<file path="src/rtl/io_pad_mux.sv">
// io_pad_mux: run-time configurable pad multiplexer with input conditioning.
// Each pad picks one peripheral out/oeb pair via a Wishbone-programmed config
// register. Pad inputs are synchronised, optionally glitch-filtered and
// inverted, then broadcast back to every peripheral.
module io_pad_mux #(
   parameter int unsigned N_PADS = 38,
   parameter int unsigned N_FUNC = 4,
   parameter int unsigned FILT_W = 4
) (
   input  logic                       wb_clk_i,
   input  logic                       wb_rst_i,
   input  logic                       wbs_stb_i,
   input  logic                       wbs_cyc_i,
   input  logic                       wbs_we_i,
   input  logic [3:0]                 wbs_sel_i,
   input  logic [31:0]                wbs_adr_i,
   input  logic [31:0]                wbs_dat_i,
   output logic                       wbs_ack_o,
   output logic [31:0]                wbs_dat_o,
   input  logic [N_PADS*N_FUNC-1:0]   fn_out_i,
   input  logic [N_PADS*N_FUNC-1:0]   fn_oeb_i,
   output logic [N_PADS-1:0]          fn_in_o,
   input  logic [N_PADS-1:0]          io_in,
   output logic [N_PADS-1:0]          io_out,
   output logic [N_PADS-1:0]          io_oeb
);

   localparam int unsigned FSEL_W   = (N_FUNC > 1) ? $clog2(N_FUNC) : 1;
   localparam int unsigned FILT_MAX = (2 ** FILT_W) - 1;
   localparam int unsigned W_IN_LO  = 64;
   localparam int unsigned W_IN_HI  = 65;

   // Per-pad configuration
   logic [FSEL_W-1:0] r_fsel [N_PADS];
   logic [N_PADS-1:0] r_filt_en;
   logic [N_PADS-1:0] r_force_in;
   logic [N_PADS-1:0] r_inv;

   // Input conditioning state
   logic [N_PADS-1:0] r_s1;
   logic [N_PADS-1:0] r_s2;
   logic [N_PADS-1:0] r_filt;
   logic [FILT_W-1:0] r_cnt [N_PADS];

   // Bus interface state
   logic        r_ack;
   logic [31:0] r_dat;

   logic        w_access;
   logic        w_wr;
   logic [7:0]  w_word;
   logic [31:0] w_rd_data;
   logic [N_PADS-1:0] w_fn_in;
   logic [63:0] w_fn_in_64;
   logic [N_PADS-1:0] w_io_out;
   logic [N_PADS-1:0] w_io_oeb;
   logic        w_unused;

   assign w_access   = wbs_stb_i & wbs_cyc_i & ~r_ack;
   assign w_wr       = w_access & wbs_we_i;
   assign w_word     = wbs_adr_i[9:2];
   assign w_fn_in    = r_filt ^ r_inv;
   assign w_fn_in_64 = 64'(w_fn_in);

   // Address bits outside the word index, upper data bits and sel[3:2] carry no meaning here
   assign w_unused = ^{wbs_adr_i[31:10], wbs_adr_i[1:0], wbs_dat_i, wbs_sel_i[3:2]};

   // Config register writes; sel[0] gates the fsel byte, sel[1] the flag byte
   always_ff @(posedge wb_clk_i or posedge wb_rst_i) begin
      if (wb_rst_i) begin
         for (int p = 0; p < int'(N_PADS); p++) begin
            r_fsel[p] <= '0;
         end
         r_filt_en  <= '0;
         r_force_in <= '1;
         r_inv      <= '0;
      end else begin
         for (int p = 0; p < int'(N_PADS); p++) begin
            if (w_wr && (w_word == 8'(p))) begin
               if (wbs_sel_i[0]) begin
                  r_fsel[p] <= wbs_dat_i[FSEL_W-1:0];
               end
               if (wbs_sel_i[1]) begin
                  r_filt_en[p]  <= wbs_dat_i[8];
                  r_force_in[p] <= wbs_dat_i[9];
                  r_inv[p]      <= wbs_dat_i[10];
               end
            end
         end
      end
   end

   // Read-data mux: config words, then the two conditioned-input status words
   always_comb begin
      w_rd_data = '0;
      for (int p = 0; p < int'(N_PADS); p++) begin
         if (w_word == 8'(p)) begin
            w_rd_data = {21'b0, r_inv[p], r_force_in[p], r_filt_en[p], 8'(r_fsel[p])};
         end
      end
      if (w_word == 8'(W_IN_LO)) begin
         w_rd_data = w_fn_in_64[31:0];
      end
      if (w_word == 8'(W_IN_HI)) begin
         w_rd_data = w_fn_in_64[63:32];
      end
   end

   // Single-cycle ack with a forced idle cycle; read data is zero outside ack
   always_ff @(posedge wb_clk_i or posedge wb_rst_i) begin
      if (wb_rst_i) begin
         r_ack <= 1'b0;
         r_dat <= '0;
      end else begin
         r_ack <= w_access;
         r_dat <= (w_access && !wbs_we_i) ? w_rd_data : '0;
      end
   end

   // Synchroniser and per-pad glitch filter
   always_ff @(posedge wb_clk_i or posedge wb_rst_i) begin
      if (wb_rst_i) begin
         r_s1   <= '0;
         r_s2   <= '0;
         r_filt <= '0;
         for (int p = 0; p < int'(N_PADS); p++) begin
            r_cnt[p] <= '0;
         end
      end else begin
         r_s1 <= io_in;
         r_s2 <= r_s1;
         for (int p = 0; p < int'(N_PADS); p++) begin
            if (!r_filt_en[p]) begin
               r_filt[p] <= r_s2[p];
               r_cnt[p]  <= '0;
            end else if (r_s2[p] == r_filt[p]) begin
               r_cnt[p] <= '0;
            end else if (r_cnt[p] == FILT_W'(FILT_MAX - 1)) begin
               r_filt[p] <= r_s2[p];
               r_cnt[p]  <= '0;
            end else begin
               r_cnt[p] <= r_cnt[p] + FILT_W'(1);
            end
         end
      end
   end

   // Output mux; an out-of-range fsel parks the pad as an input driving 0
   always_comb begin
      w_io_out = '0;
      w_io_oeb = '1;
      for (int p = 0; p < int'(N_PADS); p++) begin
         for (int f = 0; f < int'(N_FUNC); f++) begin
            if (r_fsel[p] == FSEL_W'(f)) begin
               w_io_out[p] = fn_out_i[p*int'(N_FUNC) + f];
               w_io_oeb[p] = r_force_in[p] | fn_oeb_i[p*int'(N_FUNC) + f];
            end
         end
      end
   end

   assign io_out    = w_io_out;
   assign io_oeb    = w_io_oeb;
   assign fn_in_o   = w_fn_in;
   assign wbs_ack_o = r_ack;
   assign wbs_dat_o = r_dat;

endmodule

</file>
<file path="config.mk">
export PLATFORM = sky130hd
export DESIGN_NAME = io_pad_mux
export DESIGN_NICKNAME = d
export VERILOG_FILES = /design/src/rtl/io_pad_mux.sv
export SDC_FILE = /design/constraint.sdc
export NUM_CORES = 1
export LEC_CHECK = 0
export CORE_AREA = 2 2 216 218
export CTS_BUF_LIST = sky130_fd_sc_hd__clkbuf_4 sky130_fd_sc_hd__clkbuf_8
export DETAILED_ROUTE_END_ITERATION = 12
export DIE_AREA = 0 0 218 220
export PLACE_DENSITY_LB_ADDON = 0.15
export REMOVE_ABC_BUFFERS = 1
export SYNTH_ARGS = -nofsm -noshare
export SYNTH_HDL_FRONTEND = slang
export SYNTH_SLANG_ARGS = --single-unit
</file>
<file path="constraint.sdc">
create_clock -name wb_clk_i -period 31.2 [get_ports wb_clk_i]
set_input_delay 4.68 -clock wb_clk_i [delete_from_list [all_inputs] [get_ports wb_clk_i]]
set_output_delay 4.68 -clock wb_clk_i [all_outputs]
set_load 0.005 [all_outputs]
</file>
Word level (Yosys, flattened, before mapping). Cells that the tools add are included. Widths: inputs -> output; s select.

Memories kept: 0. Register bits: 489. Latch bits: 0. Word-level logic and storage cells: 1498. Memory bits (writable): 0. Input bits: 415. Output and inout bits: 147. Bits in read-only memories: 0.

$mul: 0. Eq/ne operators: 305. Mux-type cells: 573. Shift-type cells: 0. Bitwise operators: 157. Add/subtract/negate cells: 38. Divide/modulo/power cells: 0. Order comparisons: 0. Reduce and logical (&&, ||, !) cells: 193.

Operator list (count): $mux 32 (40); $mux 4 (114); $mux 1 (418); $reduce_and 2->1 (114); $add 4x1->4 const B (38); $eq 2x2->1 const B (76); $eq 4x4->1 const B (38); $or 1x1->1 (152); $eq 8x5->1 const B (16); $eq 2x1->1 const B (38); $logic_not 2->1 (38); $ne 2x1->1 const B (38); $ne 2x2->1 const B (38); $eq 8x4->1 const B (8); $eq 8x6->1 const B (6); $logic_and 1x1->1 (39); $eq 1x1->1 (38); $xor 38x38->38 (1); $eq 8x3->1 const B (4); $eq 8x2->1 const B (2); $eq 8x7->1 const B (2); $mux 11 (1); $eq 8x1->1 const B (1); $logic_not 8->1 (1); 3 further kinds (5).

Logic depth before layout (Yosys ltp).
Depth after elaboration: 42. Mapped depth: 11.

Worst setup path after synthesis. No wires, ideal clock.

Path type: input to output. Start point: input fn_oeb_i[3]. End point: output io_oeb[0]. Path buffers: 0. Stages on the path: 2. Arrival time: 5.395 ns. Slack: 21.125 ns. Cell sequence: mux4_2 or2_2.

Word-level cells in the longest chain between the ends: 2.

Ends and longest elaborated chain: from (decl) (RTL line 21) `input logic [N_PADS*N_FUNC-1:0] fn_oeb_i,`; $or 1x1->1 (RTL line 156) `w_io_oeb[p] = r_force_in[p] | fn_oeb_i[p*int'(N_FUNC) + f];`; $mux 1 (RTL line 154) `if (r_fsel[p] == FSEL_W'(f)) begin`; to (decl) (RTL line 25) `output logic [N_PADS-1:0] io_oeb`.

No other way between the ends.

Worst setup path in the final report.
Start point: input fn_oeb_i[122]. End point: output io_oeb[30].

Word-level cells in the longest chain between the ends: 3.

Ends and longest elaborated chain (RTL line): $or 1x1->1 (156); $mux 1 (2 in a row) (154).

No other way between the ends.

==> summary.md <==
| Metric | Value |
|---|---|
| Outcome | completed |
| Max Slew Vio Count | 0 |
| Layout cells sized above 1 | 22.8% |
| Crit Path Max Fanout | 1 |
| Critical-path top delay cell | mux4_2 |
| Post-CTS Setup Inserts | 0 |
| Final #Nets | 3,018 |
| CTS tree | built |
| Chip width | 218 um |
| Min cycle time layout | 11.09 ns |
| Number of synthesized flops with an enable pin | 0 |
| PortBufs | 508 |
| CTS clk-pin slew, worst paths | 0.06 ns |
| FP Rows | 79 |
| Max_cap viols | 0 |
| Initial Utilization | 52.1% |
| Max Clock Freq | 90.2 MHz |
| CP startpoint kind | input pin |
| Library cells used by synthesis | 74 |
| Initial antenna violation count | 2 |
| Clk_skew | 0.0197 ns |
| Initial DRT Pass Iterations | 5 |
| Per-cell routed wire length | 23.6 um |
| Aggregate global-route resource usage | 31.5% |
| Ys async rst share | 100% |
| First-pass GRT wire length | 113,000 um |
| Post_cts resized | 0 |
| Kind of cell adding the most delay to the critical path | buffers and inverters |
| Fin. Hold Viols | 0 |
| Worst setup margin | 20.11 ns |
| Mapped Area | 23,900 um^2 |
| Yosys warning count | 0 |
| Setup CP Type | in2out |
| DR vias/cell | 5.86 |
| Area grow syn2layout | 31.6% |
| Power density cells | 44.7 nW/um^2 |
| Least-Margin Pin Slew | 1.27 ns |
| Place WS | 20.12 ns |
| Total gr overflow | 0 |
| Vias in the first global route | 19.5k |
| Clock latency on the worst-skew pair | 0.65 ns |
| Main area contributors after synthesis | dfrtp_1 (47%), mux2_2 (11%), mux4_2 (7.4%), dfstp_2 (4.2%), xor2_1 (4.1%) |
| RSZ-0062 raised after global routing | no |
| Antenna viol nets, final | 0 |
| Worst path cell trace | clkdlybuf4s50_1 -> mux4_2 -> or2_2 -> clkdlybuf4s50_1 |
| Rel. slew slack | 14.5% |
| Vias | 18.8k |
| CTS Root Cell | clkbuf_8 |
| CP Buf/Inv Count | 2 |
| Post-synth top area share | 47.2% |
| Max incr delay on CP | 0.51 ns |
| Arr. time, crit path | 6.41 ns |
| Sequential area share after synthesis | 51.4% |
| Clk buf depth | 3 |
| Period utilisation layout | 35.5% |
| Peak supply drop | 0.0271 mV |
| Die H | 220 um |
| Type of the tightest min-delay check | reg2reg |
| CP dominant cell by count | clkdlybuf4s50_1 |
| Hold_buf cts | 0 |
| Top_reg_cell synth | dfrtp_1 |
| # setup viols final | 0 |
| First-iteration detailed-routing DRC count | 1,744 |
| Avg Inst Size Synth | 12.0 um^2 |
| Cell taking the most area after synthesis | dfrtp_1 |
| Total routed wirelength | 75,600 um |
| Gpl congestion | 0.933 |
| Syn Inst Count | 1,987 |
| Core footprint | 45,900 um^2 |
| Ports | 562 |
| Clock buffer count from CTS | 81 |
| Dpl hpwl | 56,200 um |
| CP endpoint kind | primary output |
| Max H-tree Level | 3 |
| Synth cell count leaders | dfrtp_1 (451), mux2_2 (236), nor2_1 (227) |
| Remaining DRCs | 0 |
| Most common cell in the netlist | dfrtp_1 |
| CTS Sinks | 489 |
| Synthesized flop and latch total | 489 |
| Die Area | 48,000 um^2 |
| Total negative setup slack | 0 ns |
| Leakage power figure | 13.7 nW |
| Largest net degree at the start of global routing | 129 |
| CP required | 26.52 ns |
## worst paths after layout
kind / cells past startpoint / end / slack, ns / from
worst max-delay path: 4 / io_oeb[30] / 20.11 / fn_oeb_i[122]
worst min-delay path: 0 / r_s2[0]$_DFF_PP0_ / 0.35 / r_s1[0]$_DFF_PP0_
worst max register to register: 7 / wbs_dat_o[0]$_DFF_PP0_ / 28.54 / r_fsel[32]$_DFFE_PP0P_
worst min register to register: 0 / r_s2[0]$_DFF_PP0_ / 0.35 / r_s1[0]$_DFF_PP0_
max in group asynchronous: 4 / r_fsel[40]$_DFFE_PP0P_ / 24.42 / wb_rst_i
min in group asynchronous: 2 / r_cnt[13]$_DFF_PP0_ / 4.61 / wb_rst_i
## state kept, by name (all words and copies together) (netlist names)
register / flops
r_cnt: 152
wbs_dat_o: 32
r_inv: 38
wbs_ack_o: 1
r_force_in: 38
r_s1: 38
r_filt_en: 38
r_fsel: 76
r_filt: 38
r_s2: 38
## layer usage
layer	wire length [um]	share of wire (%)	GRT usage (%)
met1	29100	39	39.4
met2	37600	50	53.4
met3	6330	8.4	7.29
met4	2570	3.4	11.8
met5	0	0	0
## worst register-to-register path, stage by stage, from the launching register on
cell and delay [ns]:
dfrtp_1 0.47, or3b_2 0.47, a211oi_1 0.33, a31oi_1 0.09, o311ai_1 0.61, o2111ai_1 0.20
a21oi_1 0.21, nor4_1 0.12
## cells by family (layout without fill, tap and decap cells)
kind of cell | Yosys count | after routing | share of synthesized area, %
simple gates | 650 | 650 | 12.7
flops | 489 | 489 | 51.4
mux | 329 | 329 | 19.2
compound gates | 171 | 171 | 5.12
xor+xnor | 152 | 152 | 5.57
buf+inv | 120 | 728 | 2.06
fa+ha+maj | 76 | 76 | 3.98
other cells | 0 | 2 | 0
## where the power goes
| part | total, mW | switching, mW | internal, mW |
|---|---|---|---|
| combinational | 0.133 | 0.0577 | 0.0756 |
| sequential | 0.656 | 0.00990 | 0.646 |
| clock | 0.619 | 0.260 | 0.358 |
## layout by cell type (no fill, tap or decap), types with 6 or more instances in the layout
cell type	synthesis	layout
clkdlybuf4s50_1	0	506
dfrtp_1	451	451
mux2_2	236	236
nor2_1	227	226
nand3_1	133	133
nand2_1	126	126
xor2_1	113	113
clkbuf_8	0	111
mux4_2	79	79
ha_1	76	76
inv_1	44	43
nor3_1	41	40
or2_2	39	39
xnor2_1	39	39
dfstp_2	38	38
o21ai_0	28	28
clkbuf_4	0	28
and3_1	25	25
buf_4	2	24
a21oi_1	23	23
o22ai_1	19	19
a22oi_1	14	14
mux2i_1	11	11
o211ai_1	11	11
a211oi_1	9	9
nor4_1	9	8
clkinv_2	0	8
nor2b_1	7	7
nor2_2	7	7
o221ai_1	7	7
nand2b_1	6	6
## stage by stage
stage	hold slack [ns]	cell area [um^2]	util [%]	power, mW	cells
CTS	0.347	31500	68.6	1.42	3202
floorplan	0.331	23600	-	0.708	1912
global placement	0.333	29600	64.6	0.797	3051
global route	0.353	31500	68.6	1.46	3203
detailed placement	0.335	29600	64.6	0.800	3051
finish	0.346	31500	68.6	1.41	3204
## area by class of cell
cell class	count	area (um^2)
inverters	45	176
fillers	3474	14400
clock buffers	139	1740
well taps	607	759
repair buffers	532	5260
diodes	2	5.00
clock inverters	12	93.8
multi-input cells	1378	11100
flip-flops and latches	489	12300
(Power assumes the default switching activity.)
